===== config.mk =====
export PLATFORM = sky130hd
export DESIGN_NAME = board_io
export DESIGN_NICKNAME = d
export VERILOG_FILES = /design/src/rtl/board_io_pkg.sv /design/src/rtl/btn_debounce.sv /design/src/rtl/board_io.sv
export SDC_FILE = /design/constraint.sdc
export NUM_CORES = 1
export LEC_CHECK = 0
export CORE_ASPECT_RATIO = 0.8
export CORE_UTILIZATION = 42
export DETAILED_ROUTE_END_ITERATION = 6
export PLACE_DENSITY = 0.81
export SKIP_LAST_GASP = 1
export SLEW_MARGIN = 20
export SYNTH_ARGS = -nofsm -noshare
export SYNTH_HDL_FRONTEND = slang
export SYNTH_SLANG_ARGS = --single-unit

===== constraint.sdc =====
create_clock -name sys_clk -period 2.75 [get_ports sys_clk]
set_clock_uncertainty 0.15 [all_clocks]
set_input_delay 0.4125 -clock sys_clk [delete_from_list [all_inputs] [get_ports sys_clk]]
set_output_delay 0.4125 -clock sys_clk [all_outputs]
set_load 0.02 [all_outputs]

===== src/rtl/board_io_pkg.sv =====
// ---------------------------------------------------------------------------
// board_io_pkg
// Shared constants for the board_io register block: the byte offsets of the
// five bus-visible registers and the width of the optional PWM counter.
// Imported by board_io and btn_debounce.
// ---------------------------------------------------------------------------
package board_io_pkg;

   localparam logic [4:0] ADDR_LED_OUT   = 5'h00;
   localparam logic [4:0] ADDR_BTN_STATE = 5'h04;
   localparam logic [4:0] ADDR_BTN_EVENT = 5'h08;
   localparam logic [4:0] ADDR_IRQ_MASK  = 5'h0C;
   localparam logic [4:0] ADDR_PWM_DUTY  = 5'h10;

   localparam int PWM_CNT_W = 8;

endpackage


===== src/rtl/btn_debounce.sv =====
// ---------------------------------------------------------------------------
// btn_debounce
// One push-button channel: a 2-FF synchronizer followed by a stability
// counter.  The accepted state only flips after the synchronized level has
// differed from it for DEBOUNCE_CYCLES consecutive clocks.
//
// Ports
//   clk_i    : clock
//   rst_ni   : asynchronous active-low reset
//   btn_i    : raw asynchronous button level (1 = pressed)
//   state_o  : debounced (accepted) level
//   rise_o   : one-clock pulse, high in the cycle whose edge accepts a press
// ---------------------------------------------------------------------------
module btn_debounce
   import board_io_pkg::*;
#(
   parameter int DEBOUNCE_CYCLES = 270000
) (
   input  logic clk_i,
   input  logic rst_ni,
   input  logic btn_i,
   output logic state_o,
   output logic rise_o
);

   localparam int CNT_W = (DEBOUNCE_CYCLES > 1) ? $clog2(DEBOUNCE_CYCLES) : 1;
   localparam logic [CNT_W-1:0] CNT_LAST = CNT_W'(DEBOUNCE_CYCLES - 1);

   logic             sync1_q;
   logic             sync2_q;
   logic             state_q;
   logic             state_d;
   logic [CNT_W-1:0] cnt_q;
   logic [CNT_W-1:0] cnt_d;
   logic             accept;

   // Synchronizer, accepted state and stability counter.  A reset in the
   // middle of a debounce throws the partial count away.
   always_ff @(posedge clk_i or negedge rst_ni) begin
      if (!rst_ni) begin
         sync1_q <= 1'b0;
         sync2_q <= 1'b0;
         state_q <= 1'b0;
         cnt_q   <= '0;
      end else begin
         sync1_q <= btn_i;
         sync2_q <= sync1_q;
         state_q <= state_d;
         cnt_q   <= cnt_d;
      end
   end

   // The counter only runs while the synchronized level disagrees with the
   // accepted state; any agreement snaps it back to zero.  The clock that
   // finds the counter at its last value is the one that flips the state.
   always_comb begin
      cnt_d   = '0;
      state_d = state_q;
      accept  = 1'b0;
      if (sync2_q != state_q) begin
         if (cnt_q == CNT_LAST) begin
            accept  = 1'b1;
            state_d = sync2_q;
         end else begin
            cnt_d = cnt_q + CNT_W'(1);
         end
      end
   end

   assign state_o = state_q;
   assign rise_o  = accept & sync2_q;

endmodule


===== src/rtl/board_io.sv =====
// ---------------------------------------------------------------------------
// board_io
// Small board peripheral: debounced push-buttons with sticky press events
// and a maskable level interrupt, an LED output register and, optionally,
// a global PWM brightness control for the LEDs.
//
// Build option
//   BOARD_IO_PWM_EN : when defined, a free-running 8-bit counter gates the
//                     LEDs against PWM_DUTY (0xFF = always on).  When not
//                     defined, PWM_DUTY reads 0 and no counter exists.
//
// Ports
//   sys_clk, sys_rst_n   : clock, asynchronous active-low reset
//   button_in[NUM_BTN]   : raw button levels, 1 = pressed
//   bus_addr/we/re/wdata : simple register bus, single-cycle strobes
//   bus_rdata            : read data, valid the clock after bus_re, held
//   led[NUM_LED]         : LED pins, polarity set by LED_ACTIVE_LOW
//   irq                  : level interrupt, |(BTN_EVENT & IRQ_MASK), registered
//
// Register map: 0x00 LED_OUT (RW), 0x04 BTN_STATE (RO), 0x08 BTN_EVENT (W1C),
//               0x0C IRQ_MASK (RW), 0x10 PWM_DUTY (RW)
// ---------------------------------------------------------------------------
module board_io
   import board_io_pkg::*;
#(
   parameter int NUM_BTN         = 1,
   parameter int NUM_LED         = 6,
   parameter int DEBOUNCE_CYCLES = 270000,
   parameter int LED_ACTIVE_LOW  = 1
) (
   input  logic               sys_clk,
   input  logic               sys_rst_n,
   input  logic [NUM_BTN-1:0] button_in,
   input  logic [4:0]         bus_addr,
   input  logic               bus_we,
   input  logic               bus_re,
   input  logic [31:0]        bus_wdata,
   output logic [31:0]        bus_rdata,
   output logic [NUM_LED-1:0] led,
   output logic               irq
);

   localparam logic [NUM_LED-1:0] LED_OFF = {NUM_LED{LED_ACTIVE_LOW != 0}};

   logic [NUM_BTN-1:0] btnState;
   logic [NUM_BTN-1:0] btnRise;
   logic [NUM_LED-1:0] ledOut_q,   ledOut_d;
   logic [NUM_BTN-1:0] btnEvent_q, btnEvent_d;
   logic [NUM_BTN-1:0] irqMask_q,  irqMask_d;
   logic [31:0]        rdata_q,    rdata_d;
   logic               irq_q,      irq_d;
   logic [NUM_LED-1:0] led_q,      led_d;
   logic [NUM_LED-1:0] lit;
   logic               unusedWdata;

   // Upper write-data bits are meaningless for the narrow registers.
   assign unusedWdata = ^bus_wdata;

   // One synchronizer/debouncer per button.
   for (genvar i = 0; i < NUM_BTN; i++) begin : g_btn
      btn_debounce #(
         .DEBOUNCE_CYCLES(DEBOUNCE_CYCLES)
      ) u_debounce (
         .clk_i  (sys_clk),
         .rst_ni (sys_rst_n),
         .btn_i  (button_in[i]),
         .state_o(btnState[i]),
         .rise_o (btnRise[i])
      );
   end

`ifdef BOARD_IO_PWM_EN
   logic [PWM_CNT_W-1:0] pwmDuty_q, pwmDuty_d;
   logic [PWM_CNT_W-1:0] pwmCnt_q;
   logic                 pwmOn;

   // Duty register resets to full brightness; the counter just wraps.
   always_ff @(posedge sys_clk or negedge sys_rst_n) begin
      if (!sys_rst_n) begin
         pwmDuty_q <= '1;
         pwmCnt_q  <= '0;
      end else begin
         pwmDuty_q <= pwmDuty_d;
         pwmCnt_q  <= pwmCnt_q + PWM_CNT_W'(1);
      end
   end

   // A duty of all-ones means "never off", which the plain compare cannot
   // express because the counter reaches 0xFF for one clock per period.
   always_comb begin
      pwmDuty_d = pwmDuty_q;
      if (bus_we && (bus_addr == ADDR_PWM_DUTY)) begin
         pwmDuty_d = bus_wdata[PWM_CNT_W-1:0];
      end
      pwmOn = (pwmCnt_q < pwmDuty_q) || (pwmDuty_q == {PWM_CNT_W{1'b1}});
      lit   = ledOut_q & {NUM_LED{pwmOn}};
   end
`else
   assign lit = ledOut_q;
`endif

   // Register writes.  A press accepted on the same clock as a W1C of the
   // same event bit wins, so the OR of the new rises comes after the clear.
   always_comb begin
      ledOut_d   = ledOut_q;
      irqMask_d  = irqMask_q;
      btnEvent_d = btnEvent_q;
      if (bus_we && (bus_addr == ADDR_LED_OUT)) begin
         ledOut_d = bus_wdata[NUM_LED-1:0];
      end
      if (bus_we && (bus_addr == ADDR_IRQ_MASK)) begin
         irqMask_d = bus_wdata[NUM_BTN-1:0];
      end
      if (bus_we && (bus_addr == ADDR_BTN_EVENT)) begin
         btnEvent_d = btnEvent_q & ~bus_wdata[NUM_BTN-1:0];
      end
      btnEvent_d = btnEvent_d | btnRise;
   end

   // Read mux samples the current register contents, so a read colliding
   // with a write to the same address returns the pre-write value.  The
   // result is held until the next read strobe.
   always_comb begin
      rdata_d = rdata_q;
      if (bus_re) begin
         case (bus_addr)
            ADDR_LED_OUT:   rdata_d = 32'(ledOut_q);
            ADDR_BTN_STATE: rdata_d = 32'(btnState);
            ADDR_BTN_EVENT: rdata_d = 32'(btnEvent_q);
            ADDR_IRQ_MASK:  rdata_d = 32'(irqMask_q);
`ifdef BOARD_IO_PWM_EN
            ADDR_PWM_DUTY:  rdata_d = 32'(pwmDuty_q);
`endif
            default:        rdata_d = '0;
         endcase
      end
      irq_d = |(btnEvent_q & irqMask_q);
      led_d = lit ^ LED_OFF;
   end

   // All bus-visible state and the registered outputs.  LEDs come out of
   // reset at the unlit pin level rather than all-zero.
   always_ff @(posedge sys_clk or negedge sys_rst_n) begin
      if (!sys_rst_n) begin
         ledOut_q   <= '0;
         irqMask_q  <= '0;
         btnEvent_q <= '0;
         rdata_q    <= '0;
         irq_q      <= 1'b0;
         led_q      <= LED_OFF;
      end else begin
         ledOut_q   <= ledOut_d;
         irqMask_q  <= irqMask_d;
         btnEvent_q <= btnEvent_d;
         rdata_q    <= rdata_d;
         irq_q      <= irq_d;
         led_q      <= led_d;
      end
   end

   assign bus_rdata = rdata_q;
   assign irq       = irq_q;
   assign led       = led_q;

endmodule

==> impl_metrics.csv <==
group,metric,value,unit
floorplan,die_area,0.00521,mm2
yosys,ys_warn_count,0,
timing,final-hold-violation-count,0,
worst_setup_path,cp.arrival,1.44,ns
drt,ant_nets,0,
power,p_clk_share,32.3,%
floorplan,coreArea,0.00465,mm2
drt,routed_wirelength,3720,um
floorplan,row_count,22,
yosys,syn_area,0.00207,mm2
timing,rsz0062_at_grt,"false",
worst_setup_path,path_delay_family,"buffers and inverters",
global_route,antenna_found_initial,0,
worst_setup_path,crit_type,"reg -> out",
placement,numPortBuffers,28,
timing,finalWorstSetupSlack,0.751,ns
clocking,clock-sinks,43,
timing,setup_violations,0,
clocking,ctsHoldBuffers,0,
placement,dpl.hpwl,2760,um
power,peakVddDrop,0.312,mV
power,power_switching,345,uW
timing,final-max-slew-violation-count,0,
power,pwr-share-seq,54.4,%
timing,finalCriticalPeriod,2.00,ns
clocking,cts_buffer_depth,2,
worst_setup_path,required,2.19,ns
floorplan,ioPinCount,81,
run_status,run_status,"complete, no violations",
global_route,overflow,0,
timing,fmax,500,MHz
yosys,synthTopCellsByArea,"dfrtp_1, buf_4, dfstp_2",
run,drv_cap,0,
power,internal-power,966,uW
finish,syn_to_final_growth,16.3,%
yosys,synthDistinctLibCells,34,
yosys,yosysMostFrequentCell,"dfrtp_1",
yosys,syn_avg_cell_area,11.2,um2
finish,final_nets,261,
worst_setup_path,crit_chain,"clkdlybuf4s50_1",
clocking,clkTransAtPathRegs,0.08,ns
worst_setup_path,start_kind,"flop",
clocking,postCtsSetupBuffers,0,
yosys,ys_top_cells_by_count,"dfrtp_1, buf_4, nor2_1, inv_1",
timing,fin_crit_sh,72.7,%
worst_setup_path,worst-path-max-fanout,1,
worst_setup_path,endpoint_kind,"output port",
placement,pre_cts_ws,0.556,ns
finish,num-fill-cells,404,
power,p_sw_share,26.3,%
yosys,yosysTopAreaCell,"dfrtp_1",
placement,routabilityCongestion,0.783,
drt,vias,1379,
yosys,syn_inst,185,
floorplan,die_h,64.8,um
worst_setup_path,path_buf_inv,1,
power,pwr-share-comb,13.3,%
power,p_leak,1.03,nW
global_route,track_usage,16.9,%
clocking,htree_levels,2,
worst_setup_path,slowest_delay,0.61,ns
yosys,synth_ff_type,"dfrtp_1",
global_route,grt_max_degree,44,
clocking,cts_root_buf,"clkbuf_8",
floorplan,fp.dieW,80.5,um
drt,drt_first_pass_iters,4,
worst_hold_path,hold_path.class,"in -> async",
drt,drt_iter0_drc,71,
finish,drive_gt1_share,14.6,%
yosys,ys_seq_area_share,52.4,%
clocking,cts_made_buffers,5,
global_route,grt_pass1_wl,6550,um
drt,routed_via_density,4.94,
yosys,netlist.area_leader.share,44.7,%
timing,slew_headroom,38.8,%
drt,routedWlPerCell,13.3,um
yosys,synthArstFlopShare,100,%
clocking,clk_latency,0.30,ns
clocking,cts_resized,0,
floorplan,start_util,44.5,%
timing,worst_pin_slew,0.918,ns
yosys,ys_seq_elements,43,
worst_setup_path,cp_slowest_cell,"clkdlybuf4s50_1",
yosys,synth_edf_count,0,
timing,final.setup.tns,0,ns
drt,drc,0,
finish,antenna_cells,0,
global_route,grt_pass1_vias,1332,
power,p_per_area,545,mW/mm2
clocking,cts_tree,"built",
## sequential cells by signal, summed over array words and instances, names as in the netlist
name                      cells
irq                           1
g_btn.u_debounce.cnt_q       19
irqMask_q                     1
led                           6
g_btn.u_debounce.sync1_q      1
btnEvent_q                    1
g_btn.u_debounce.state_o      1
bus_rdata                     6
ledOut_q                      6
g_btn.u_debounce.sync2_q      1
## area by class of cell
class | instances | area (um2) | share of cell area [%]
inverters | 10 | 37.5 | 1.56
well taps | 60 | 75.1 | 3.12
clock buffers | 6 | 82.6 | 3.43
multi-input cells | 129 | 828 | 34.4
repair buffers | 29 | 283 | 11.8
clock inverters | 2 | 16.3 | 0.676
flip-flops and latches | 43 | 1080 | 45.0
## power groups by stage
stage	Clock, mW	Sequential, mW	Combinational, mW
after floorplan	0	0.745	0.0998
after global placement	0	0.723	0.172
after detailed placement	0	0.726	0.175
after CTS	0.440	0.714	0.176
after global routing	0.476	0.720	0.189
final	0.424	0.713	0.174
## routing by layer
metal / vias to the layer above / global-route usage, % / wire (um) / share of wire, %
li1: 650 / - / - / -
met4: 0 / 6.47 / 60 / 1.6
met1: 686 / 23.3 / 1710 / 46
met2: 36 / 25.2 / 1810 / 49
met3: 7 / 4.65 / 143 / 3.8
met5: - / 0 / 0 / 0
## metrics by stage
step	hold slack, ns	cells	utilization, %	area, um2	power [mW]
6_report	0.0923	279	51.7	2410	1.31
5_1_grt	0.162	279	51.7	2410	1.38
4_1_cts	0.121	279	51.7	2410	1.33
3_5_place_dp	0.207	271	49.6	2310	0.902
3_3_place_gp	0.202	271	49.6	2310	0.894
2_1_floorplan	-0.0331	210	-	2160	0.844
## placed cells by master (no fill, tap or decap), drive strengths merged, types with 2 or more instances in the layout
| cell | synthesis | final |
|---|---|---|
| a21oi | 2 | 2 |
| and4 | 5 | 5 |
| xnor2 | 8 | 8 |
| nor2 | 23 | 23 |
| nor3 | 3 | 3 |
| a22o | 5 | 5 |
| xor2 | 8 | 8 |
| conb | 1 | 26 |
| dfstp | 6 | 6 |
| dfrtp | 37 | 37 |
| nand3 | 10 | 10 |
| and2 | 2 | 2 |
| buf | 28 | 2 |
| inv | 10 | 10 |
| clkbuf | 0 | 6 |
| o21ai | 3 | 3 |
| clkdlybuf4s50 | 0 | 27 |
| nand4 | 9 | 9 |
| nor4 | 5 | 5 |
| nand2 | 4 | 4 |
| mux2 | 8 | 8 |
## cells by family after synthesis
| kind of cell | share of synthesized area (%) |
|---|---|
| simple gates | 18.0 |
| flops | 52.4 |
| buf+inv | 12.2 |
| xor+xnor | 6.77 |
| compound gates | 4.53 |
| mux | 5.44 |
| fa+ha+maj | 0.604 |
| other cells | 0.181 |
## worst reg2reg max path: stages (launching register included)
cell and delay [ns]:
dfrtp_1 0.41, ha_1 0.25, and4_1 0.30, nand2_2 0.08, o21ai_2 0.34, buf_4 0.26, nor2_1 0.07
## worst paths after layout
check / to / slack, ns / from / cells after the start
max: led[1] / 0.75 / led[1] / 1
max in group asynchronous: g_btn[0].u_debounce.cnt_q[15] / 1.77 / sys_rst_n / 1
min reg2reg: g_btn[0].u_debounce.sync2_q / 0.22 / g_btn[0].u_debounce.sync1_q / 0
min in group sys_clk: g_btn[0].u_debounce.sync2_q / 0.22 / g_btn[0].u_debounce.sync1_q / 0
min: bus_rdata[5] / 0.09 / sys_rst_n / 1
max reg2reg: g_btn[0].u_debounce.cnt_q[7] / 0.77 / g_btn[0].u_debounce.cnt_q[0] / 6
(Power assumes the default switching activity.)
